===== src/rtl/dram_cmd_sched_if.sv =====
// Request/command bundle between the request queue, dram_cmd_sched and the stats logic.
// opcode encoding: 0 = READ, 1 = WRITE, 2 = IFETCH.
interface dram_cmd_sched_if;

   typedef struct packed {
      logic [1:0]  opcode;
      logic [32:0] address;
      logic [63:0] CPU_clock_count;
   } parser_out_struct;

   parser_out_struct req;
   logic             req_valid;
   logic             req_ready;
   logic             cmd_valid;
   logic [1:0]       cmd;
   logic             cmd_wr;
   logic [1:0]       cmd_bank;
   logic [14:0]      cmd_row;
   logic [9:0]       cmd_col;
   logic             done;
   logic [15:0]      drop_cnt;

   modport master (
      output req, req_valid,
      input  req_ready, cmd_valid, cmd, cmd_wr, cmd_bank, cmd_row, cmd_col, done, drop_cnt
   );

   modport slave (
      input  req, req_valid,
      output req_ready, cmd_valid, cmd, cmd_wr, cmd_bank, cmd_row, cmd_col, done, drop_cnt
   );

endinterface


===== src/rtl/dram_cmd_sched.sv =====
// Open-page DRAM command scheduler: PRE/ACT/CAS sequencing with tRP/tRCD/tCAS/tBURST spacing.
// Define CMD_TRACE_EN to compile in $display tracing of commands and dropped requests.
module dram_cmd_sched #(
   parameter int ADDR_W    = 33,
   parameter int NUM_BANKS = 4,
   parameter int T_RP      = 4,
   parameter int T_RCD     = 4,
   parameter int T_CAS     = 6,
   parameter int T_BURST   = 4
) (
   input logic CPU_clock,
   input logic rst_n,
   dram_cmd_sched_if.slave bus
);

   localparam logic [1:0] CMD_NOP  = 2'd0;
   localparam logic [1:0] CMD_PRE  = 2'd1;
   localparam logic [1:0] CMD_ACT  = 2'd2;
   localparam logic [1:0] CMD_CAS  = 2'd3;
   localparam logic [1:0] OP_WRITE = 2'd1;

   // Wait counters load T-1 on issue so the next command lands exactly T cycles later.
   localparam logic [7:0] RP_LD   = 8'(T_RP - 1);
   localparam logic [7:0] RCD_LD  = 8'(T_RCD - 1);
   localparam logic [7:0] DATA_LD = 8'(T_CAS + T_BURST - 1);

   if (T_RP < 1 || T_RP > 255 || T_RCD < 1 || T_RCD > 255 ||
       T_CAS < 1 || T_BURST < 1 || (T_CAS + T_BURST) > 255) begin : g_bad_timing
      $error("dram_cmd_sched: timing parameters out of range");
   end

   typedef enum logic [2:0] {
      S_IDLE, S_PRE, S_ACT, S_CAS, S_WAIT_RP, S_WAIT_RCD, S_WAIT_DATA
   } state_t;

   state_t               state;
   logic [7:0]           wait_cnt;
   logic [NUM_BANKS-1:0] bank_open;
   logic [14:0]          bank_row [NUM_BANKS];

   logic                 req_ready_q;
   logic                 cmd_valid_q;
   logic [1:0]           cmd_q;
   logic                 cmd_wr_q;
   logic [1:0]           cmd_bank_q;
   logic [14:0]          cmd_row_q;
   logic [9:0]           cmd_col_q;
   logic                 done_q;
   logic [15:0]          drop_cnt_q;

   logic [1:0]           req_bank;
   logic [14:0]          req_row;
   logic [9:0]           req_col;
   logic                 req_wr;

   assign req_bank = bus.req.address[7:6];
   assign req_row  = bus.req.address[ADDR_W-1:18];
   assign req_col  = bus.req.address[17:8];
   assign req_wr   = (bus.req.opcode == OP_WRITE);

   always_ff @(posedge CPU_clock or negedge rst_n) begin
      if (!rst_n) begin
         state       <= S_IDLE;
         wait_cnt    <= '0;
         bank_open   <= '0;
         bank_row    <= '{default: '0};
         req_ready_q <= 1'b0;
         cmd_valid_q <= 1'b0;
         cmd_q       <= CMD_NOP;
         cmd_wr_q    <= 1'b0;
         cmd_bank_q  <= '0;
         cmd_row_q   <= '0;
         cmd_col_q   <= '0;
         done_q      <= 1'b0;
         drop_cnt_q  <= '0;
      end else begin
         cmd_valid_q <= 1'b0;
         cmd_q       <= CMD_NOP;
         done_q      <= 1'b0;

         if (bus.req_valid && !req_ready_q && drop_cnt_q != '1)
            drop_cnt_q <= drop_cnt_q + 16'd1;

         unique case (state)
            S_IDLE: begin
               req_ready_q <= 1'b1;
               if (bus.req_valid && req_ready_q) begin
                  req_ready_q <= 1'b0;
                  cmd_valid_q <= 1'b1;
                  cmd_wr_q    <= req_wr;
                  cmd_bank_q  <= req_bank;
                  cmd_row_q   <= req_row;
                  cmd_col_q   <= req_col;
                  if (bank_open[req_bank] && bank_row[req_bank] == req_row) begin
                     state    <= S_CAS;
                     cmd_q    <= CMD_CAS;
                     wait_cnt <= DATA_LD;
                  end else if (bank_open[req_bank]) begin
                     state               <= S_PRE;
                     cmd_q               <= CMD_PRE;
                     wait_cnt            <= RP_LD;
                     bank_open[req_bank] <= 1'b0;
                  end else begin
                     state               <= S_ACT;
                     cmd_q               <= CMD_ACT;
                     wait_cnt            <= RCD_LD;
                     bank_open[req_bank] <= 1'b1;
                     bank_row[req_bank]  <= req_row;
                  end
               end
            end

            S_PRE, S_WAIT_RP: begin
               if (wait_cnt == '0) begin
                  state                 <= S_ACT;
                  cmd_valid_q           <= 1'b1;
                  cmd_q                 <= CMD_ACT;
                  wait_cnt              <= RCD_LD;
                  bank_open[cmd_bank_q] <= 1'b1;
                  bank_row[cmd_bank_q]  <= cmd_row_q;
               end else begin
                  state    <= S_WAIT_RP;
                  wait_cnt <= wait_cnt - 8'd1;
               end
            end

            S_ACT, S_WAIT_RCD: begin
               if (wait_cnt == '0) begin
                  state       <= S_CAS;
                  cmd_valid_q <= 1'b1;
                  cmd_q       <= CMD_CAS;
                  wait_cnt    <= DATA_LD;
               end else begin
                  state    <= S_WAIT_RCD;
                  wait_cnt <= wait_cnt - 8'd1;
               end
            end

            S_CAS, S_WAIT_DATA: begin
               if (wait_cnt == '0) begin
                  state       <= S_IDLE;
                  done_q      <= 1'b1;
                  req_ready_q <= 1'b1;
               end else begin
                  state    <= S_WAIT_DATA;
                  wait_cnt <= wait_cnt - 8'd1;
               end
            end

            default: state <= S_IDLE;
         endcase
      end
   end

   assign bus.req_ready = req_ready_q;
   assign bus.cmd_valid = cmd_valid_q;
   assign bus.cmd       = cmd_q;
   assign bus.cmd_wr    = cmd_wr_q;
   assign bus.cmd_bank  = cmd_bank_q;
   assign bus.cmd_row   = cmd_row_q;
   assign bus.cmd_col   = cmd_col_q;
   assign bus.done      = done_q;
   assign bus.drop_cnt  = drop_cnt_q;

`ifdef CMD_TRACE_EN
   always_ff @(posedge CPU_clock) begin
      if (rst_n && cmd_valid_q)
         $display("%t : CMD : %s %0d %0h %0h", $time,
                  (cmd_q == CMD_PRE) ? "PRE" : (cmd_q == CMD_ACT) ? "ACT" :
                  (cmd_wr_q ? "WR" : "RD"),
                  cmd_bank_q, cmd_row_q, cmd_col_q);
      if (rst_n && bus.req_valid && !req_ready_q)
         $display("%t : DROP : %0h", $time, bus.req.address);
   end
`else
   // tracing compiled out
`endif

endmodule


===== src/flat_wrapper.sv =====
// flat-port wrapper written by rule: the top's interface ports become plain ports
module dram_cmd_sched_flat 
#(
   parameter int ADDR_W    = 33,
   parameter int NUM_BANKS = 4,
   parameter int T_RP      = 4,
   parameter int T_RCD     = 4,
   parameter int T_CAS     = 6,
   parameter int T_BURST   = 4
)
  (CPU_clock, rst_n, bus_req, bus_req_valid, bus_req_ready, bus_cmd_valid, bus_cmd, bus_cmd_wr, bus_cmd_bank, bus_cmd_row, bus_cmd_col, bus_done, bus_drop_cnt);
  dram_cmd_sched_if bus_i ();
  input logic CPU_clock;
  input logic rst_n;
  input wire logic [$bits(bus_i.req)-1:0] bus_req;
  input wire logic [$bits(bus_i.req_valid)-1:0] bus_req_valid;
  output wire logic [$bits(bus_i.req_ready)-1:0] bus_req_ready;
  output wire logic [$bits(bus_i.cmd_valid)-1:0] bus_cmd_valid;
  output wire logic [$bits(bus_i.cmd)-1:0] bus_cmd;
  output wire logic [$bits(bus_i.cmd_wr)-1:0] bus_cmd_wr;
  output wire logic [$bits(bus_i.cmd_bank)-1:0] bus_cmd_bank;
  output wire logic [$bits(bus_i.cmd_row)-1:0] bus_cmd_row;
  output wire logic [$bits(bus_i.cmd_col)-1:0] bus_cmd_col;
  output wire logic [$bits(bus_i.done)-1:0] bus_done;
  output wire logic [$bits(bus_i.drop_cnt)-1:0] bus_drop_cnt;
  assign bus_i.req = bus_req;
  assign bus_i.req_valid = bus_req_valid;
  assign bus_req_ready = bus_i.req_ready;
  assign bus_cmd_valid = bus_i.cmd_valid;
  assign bus_cmd = bus_i.cmd;
  assign bus_cmd_wr = bus_i.cmd_wr;
  assign bus_cmd_bank = bus_i.cmd_bank;
  assign bus_cmd_row = bus_i.cmd_row;
  assign bus_cmd_col = bus_i.cmd_col;
  assign bus_done = bus_i.done;
  assign bus_drop_cnt = bus_i.drop_cnt;
  dram_cmd_sched #(.ADDR_W(ADDR_W), .NUM_BANKS(NUM_BANKS), .T_RP(T_RP), .T_RCD(T_RCD), .T_CAS(T_CAS), .T_BURST(T_BURST)) u_core (.CPU_clock(CPU_clock), .rst_n(rst_n), .bus(bus_i));
endmodule

===== config.mk =====
export PLATFORM = sky130hd
export DESIGN_NAME = dram_cmd_sched_flat
export DESIGN_NICKNAME = d
export VERILOG_FILES = /design/src/rtl/dram_cmd_sched_if.sv /design/src/rtl/dram_cmd_sched.sv /design/src/flat_wrapper.sv
export SDC_FILE = /design/constraint.sdc
export NUM_CORES = 1
export LEC_CHECK = 0
export BUFFER_PORTS_ARGS = -buffer_cell sky130_fd_sc_hd__buf_2
export CAP_MARGIN = 20
export CORE_ASPECT_RATIO = 1.25
export CORE_MARGIN = 3
export CORE_UTILIZATION = 40
export DETAILED_ROUTE_END_ITERATION = 8
export RECOVER_POWER = 25
export SKIP_CTS_REPAIR_TIMING = 1
export SYNTH_ARGS = -nofsm -noshare
export SYNTH_HDL_FRONTEND = slang
export SYNTH_SLANG_ARGS = --single-unit

===== constraint.sdc =====
create_clock -name CPU_clock -period 3 [get_ports CPU_clock]
set_clock_uncertainty 0.1 [all_clocks]
set_input_delay 0.3 -clock CPU_clock [delete_from_list [all_inputs] [get_ports CPU_clock]]
set_output_delay 0.3 -clock CPU_clock [all_outputs]
set_load 0.01 [all_outputs]

==> summary.md <==
| Metric | Value |
|---|---|
| Clock network fraction of total power | 25.6% |
| Total Wirelength | roughly 16000 um |
| RD Place Congestion | between 0.8 and 0.9 |
| Setup TNS | 0 ps |
| Cell variety after synth | 55 |
| Req. time, crit path | ~3200 ps |
| Routed via count | 5040 |
| Tmin final | 2570 ps |
| Dominant cells by area after synthesis | dfrtp_1 50%, a22oi_1 6.4%, mux4_2 5.8% |
| Mapped Area | between 0.006 and 0.007 mm2 |
| Drt pass-1 iters | 5 |
| Syn avg cell area | roughly 11 um2 |
| CTS Buf Count | 17 |
| Met2 usage | about a third |
| Asr flop ratio synth | 100% |
| Die Y | 145 um |
| Slew Viols, Final | 0 |
| Critical Path AT | 2810 ps |
| Post-synth top flop | dfrtp_1 |
| DR WL/cell | 18.2 um |
| CTS sink count | 124 |
| Initial antenna violation count | 1 |
| Vias in the first global route | approximately 5100 |
| Starting Density | approximately two fifths |
| Internal power component | 0.00473 W |
| Top cell type by total area after synthesis | dfrtp_1 |
| Final setup viols | 0 |
| Max VDD drop | 0.544 mV |
| Status | finished, violations left |
| Critical setup path kind | reg -> reg |
| CP Capture Type | flop |
| Global route total overflow | 0 |
| # rows | 50 |
| Synth Net Count | 685 |
| Buffers on Ports | 80 |
| Number of enable flip-flop cells after synthesis | 0 |
| Clock latency on the worst-skew pair | 420 ps |
| Hold crit path type | in -> reg |
| Core area | ~0.015 mm2 |
| Crit path launch type | flop |
| Unrepaired setup endpoints after global routing | false |
| Logic pwr share | between 30% and 40% |
| Post-synth top area share | between 40% and 50% |
| Worst Max-Slew Pin Slew | ~1300 ps |
| Met3 Resource Use GR | under 10% |
| Placed cells | ~860 |
| PwrDens | just under 1000 mW/mm2 |
| Final net count | around 800 |
| Leakage | ~3.3 nW |
| Die Wd | between 100 and 150 um |
| Root Buffer | clkbuf_16 |
| H-tree depth | 4 |
| First-pass GRT wire length | approximately 27000 um |
| CTS tree | yes |
| Pwr Total | approximately 0.0075 W |
| GRT Util Overall | about a fifth |
| Slew headroom | approximately 11% |
| Half-perimeter wire length after placement | approximately 11000 um |
| Largest net degree at the start of global routing | 52 |
| Non-Filler Instances | about 900 |
| Worst hold slack | -1.65 ps |
| Sw Ratio | between 30 and 40% |
| Ports | about 150 |
| Post-Synthesis Cells | 580 |
| Initial drt markers | ~380 |
| # fillers | 1403 |
| Flops & latches, synth | 124 |
| Fin. Hold Viols | 1 |
| Max-Cap Viols | 0 |
| GRT Max-Usage Layer | met2 |
| Die footprint | about 0.017 mm2 |
| Clock-pin slew on the worst setup and hold paths | around 60 ps |
| Vias/cell | 5.59 |
| Reg power frac | between 30% and 40% |
| Post-synthesis sequential area ratio | 50.0% |
| Area growth, synth to finish | 22.9% |
| YS warnings | 0 |
| Fin crit share | between 80% and 90% |
| Antenna violation net count after detailed routing | 0 |
| Failing checks | negative hold slack |
| Psw | ~0.0028 W |
| CP max FO | 20 |
| DRC viols | 0 |
| FF/Latch Area | 0.00310 mm2 |
| Area taken by multi-input logic gates | ~0.003 mm2 |
| Worst-case clock buffer depth | 2 |
| Met1 usage | between 20 and 30% |
| FMAX | a little under 400 MHz |
| Share of cells above drive strength 1 | 23.8% |
[power groups by stage]
stage | clock (W) | combinational (W) | sequential [W]
detailed placement | 0 | 0.00277 | 0.00289
CTS | 0.00198 | 0.00278 | 0.00286
global route | 0.00206 | 0.00306 | 0.00296
finish | 0.00193 | 0.00273 | 0.00287
global placement | 0 | 0.00270 | 0.00285
floorplan | 0 | 0.00176 | 0.00286
[final cells by class]
cell class                 instances  share of cell area (%)
antenna                            1                  0.0328
clock buffer                      21                    6.17
clock inverter                    11                    1.23
inverter                           8                   0.394
multi-input combinational        412                    38.6
sequential                       124                    40.7
tap                              208                    3.41
timing repair buffer             116                    9.49
[worst max-delay path, stage by stage, from the launching register on]
cell and delay, ps:
dfrtp_1 420, inv_1 120, ha_1 150, nor3b_1 290, nand2_1 220, o22ai_1 260, buf_4 180, nand2_1 250
buf_4 330, o21ai_1 170
[flip-flops by register name (all words and copies together) (netlist names), 2 cells and up, named ones only]
name / count
u_core.bus.cmd: 2
u_core.bus.drop_cnt: 16
u_core.bus.cmd_bank: 2
u_core.bank_row: 60
u_core.wait_cnt: 8
u_core.bus.cmd_row: 15
u_core.bus.cmd_col: 10
u_core.state: 3
[Yosys cell counts, drive strengths merged (2+ instances only)]
| cell type | number |
|---|---|
| a2111oi | 3 |
| a211oi | 3 |
| a21o | 4 |
| a21oi | 6 |
| a22oi | 53 |
| a31oi | 3 |
| a32oi | 8 |
| and2 | 6 |
| and3 | 2 |
| and4 | 2 |
| buf | 9 |
| clkbuf | 27 |
| dfrtp | 124 |
| ha | 3 |
| inv | 8 |
| mux2 | 27 |
| mux4 | 16 |
| nand2 | 77 |
| nand2b | 3 |
| nand3 | 8 |
| nand4 | 6 |
| nor2 | 23 |
| nor2b | 5 |
| nor3 | 9 |
| nor3b | 6 |
| nor4 | 5 |
| o211ai | 9 |
| o21a | 2 |
| o21ai | 68 |
| or2 | 5 |
| xnor2 | 18 |
| xor2 | 19 |
[path summary, 6_finish.rpt]
path	startpoint	slack (ps)	endpoint	depth (start not counted)
min in group asynchronous	rst_n	620	u_core.bus.drop_cnt[3]	2
max in group asynchronous	rst_n	1120	u_core.bank_row[52]	3
worst max-delay path	u_core.wait_cnt[0]	430	u_core.bank_row[54]	9
worst max register to register	u_core.wait_cnt[0]	430	u_core.bank_row[54]	9
worst min register to register	u_core.bus.cmd_col[0]	380	u_core.bus.cmd_col[0]	1
worst min-delay path	bus_req[73]	-2	u_core.bus.cmd_col[1]	2
[cell families after synthesis]
group                      count (synthesis)  share of synthesized area [%]
AOI/OAI and AO/OA                        166                           17.3
xor gates and xnor gates                  37                           5.22
adders and majority gates                  4                          0.786
buffers and inverters                     44                           2.88
DFF                                      124                           50.0
muxes                                     44                           10.9
and+or+nand+nor                          161                           13.0
[through the flow]
step / hold WS (ps) / worst slack [ps] / util (%) / cell area [um2]
after global routing: 0.749 / 154 / 50.6 / 7630
after CTS: -160 / 441 / 50.5 / 7610
after global placement: 278 / 337 / 46.7 / 7040
final: -1.65 / 428 / 50.6 / 7630
after detailed placement: 284 / 317 / 46.7 / 7040
after floorplan: -95.6 / 652 / - / 6210
[cell usage in the layout, fill, tap and decap left out, types with 4 or more instances in the layout]
master / count
clkbuf_1: 16
buf_12: 5
buf_2: 64
dlygate4sd3_1: 4
mux4_2: 16
nor3_1: 8
mux2_2: 5
nor4_2: 5
clkinvlp_4: 4
clkinv_2: 5
a21o_1: 4
nor2_1: 22
nor2b_1: 5
mux2_1: 22
nand3_1: 8
xnor2_1: 18
o21ai_1: 64
xor2_1: 19
inv_1: 7
buf_4: 27
a22oi_1: 53
o211ai_1: 9
dfrtp_1: 124
a32oi_1: 8
a21oi_1: 6
and2_1: 6
o21ai_0: 4
nand4_1: 5
clkbuf_16: 17
nand2_1: 77
[metal layers]
metal | wire length (um) | vias up
met2 | 8410 | 166
met5 | 0 | -
met1 | 6860 | 2532
li1 | - | 2328
met3 | 863 | 14
met4 | 219 | 0
Power figures use the tool's default switching activity.
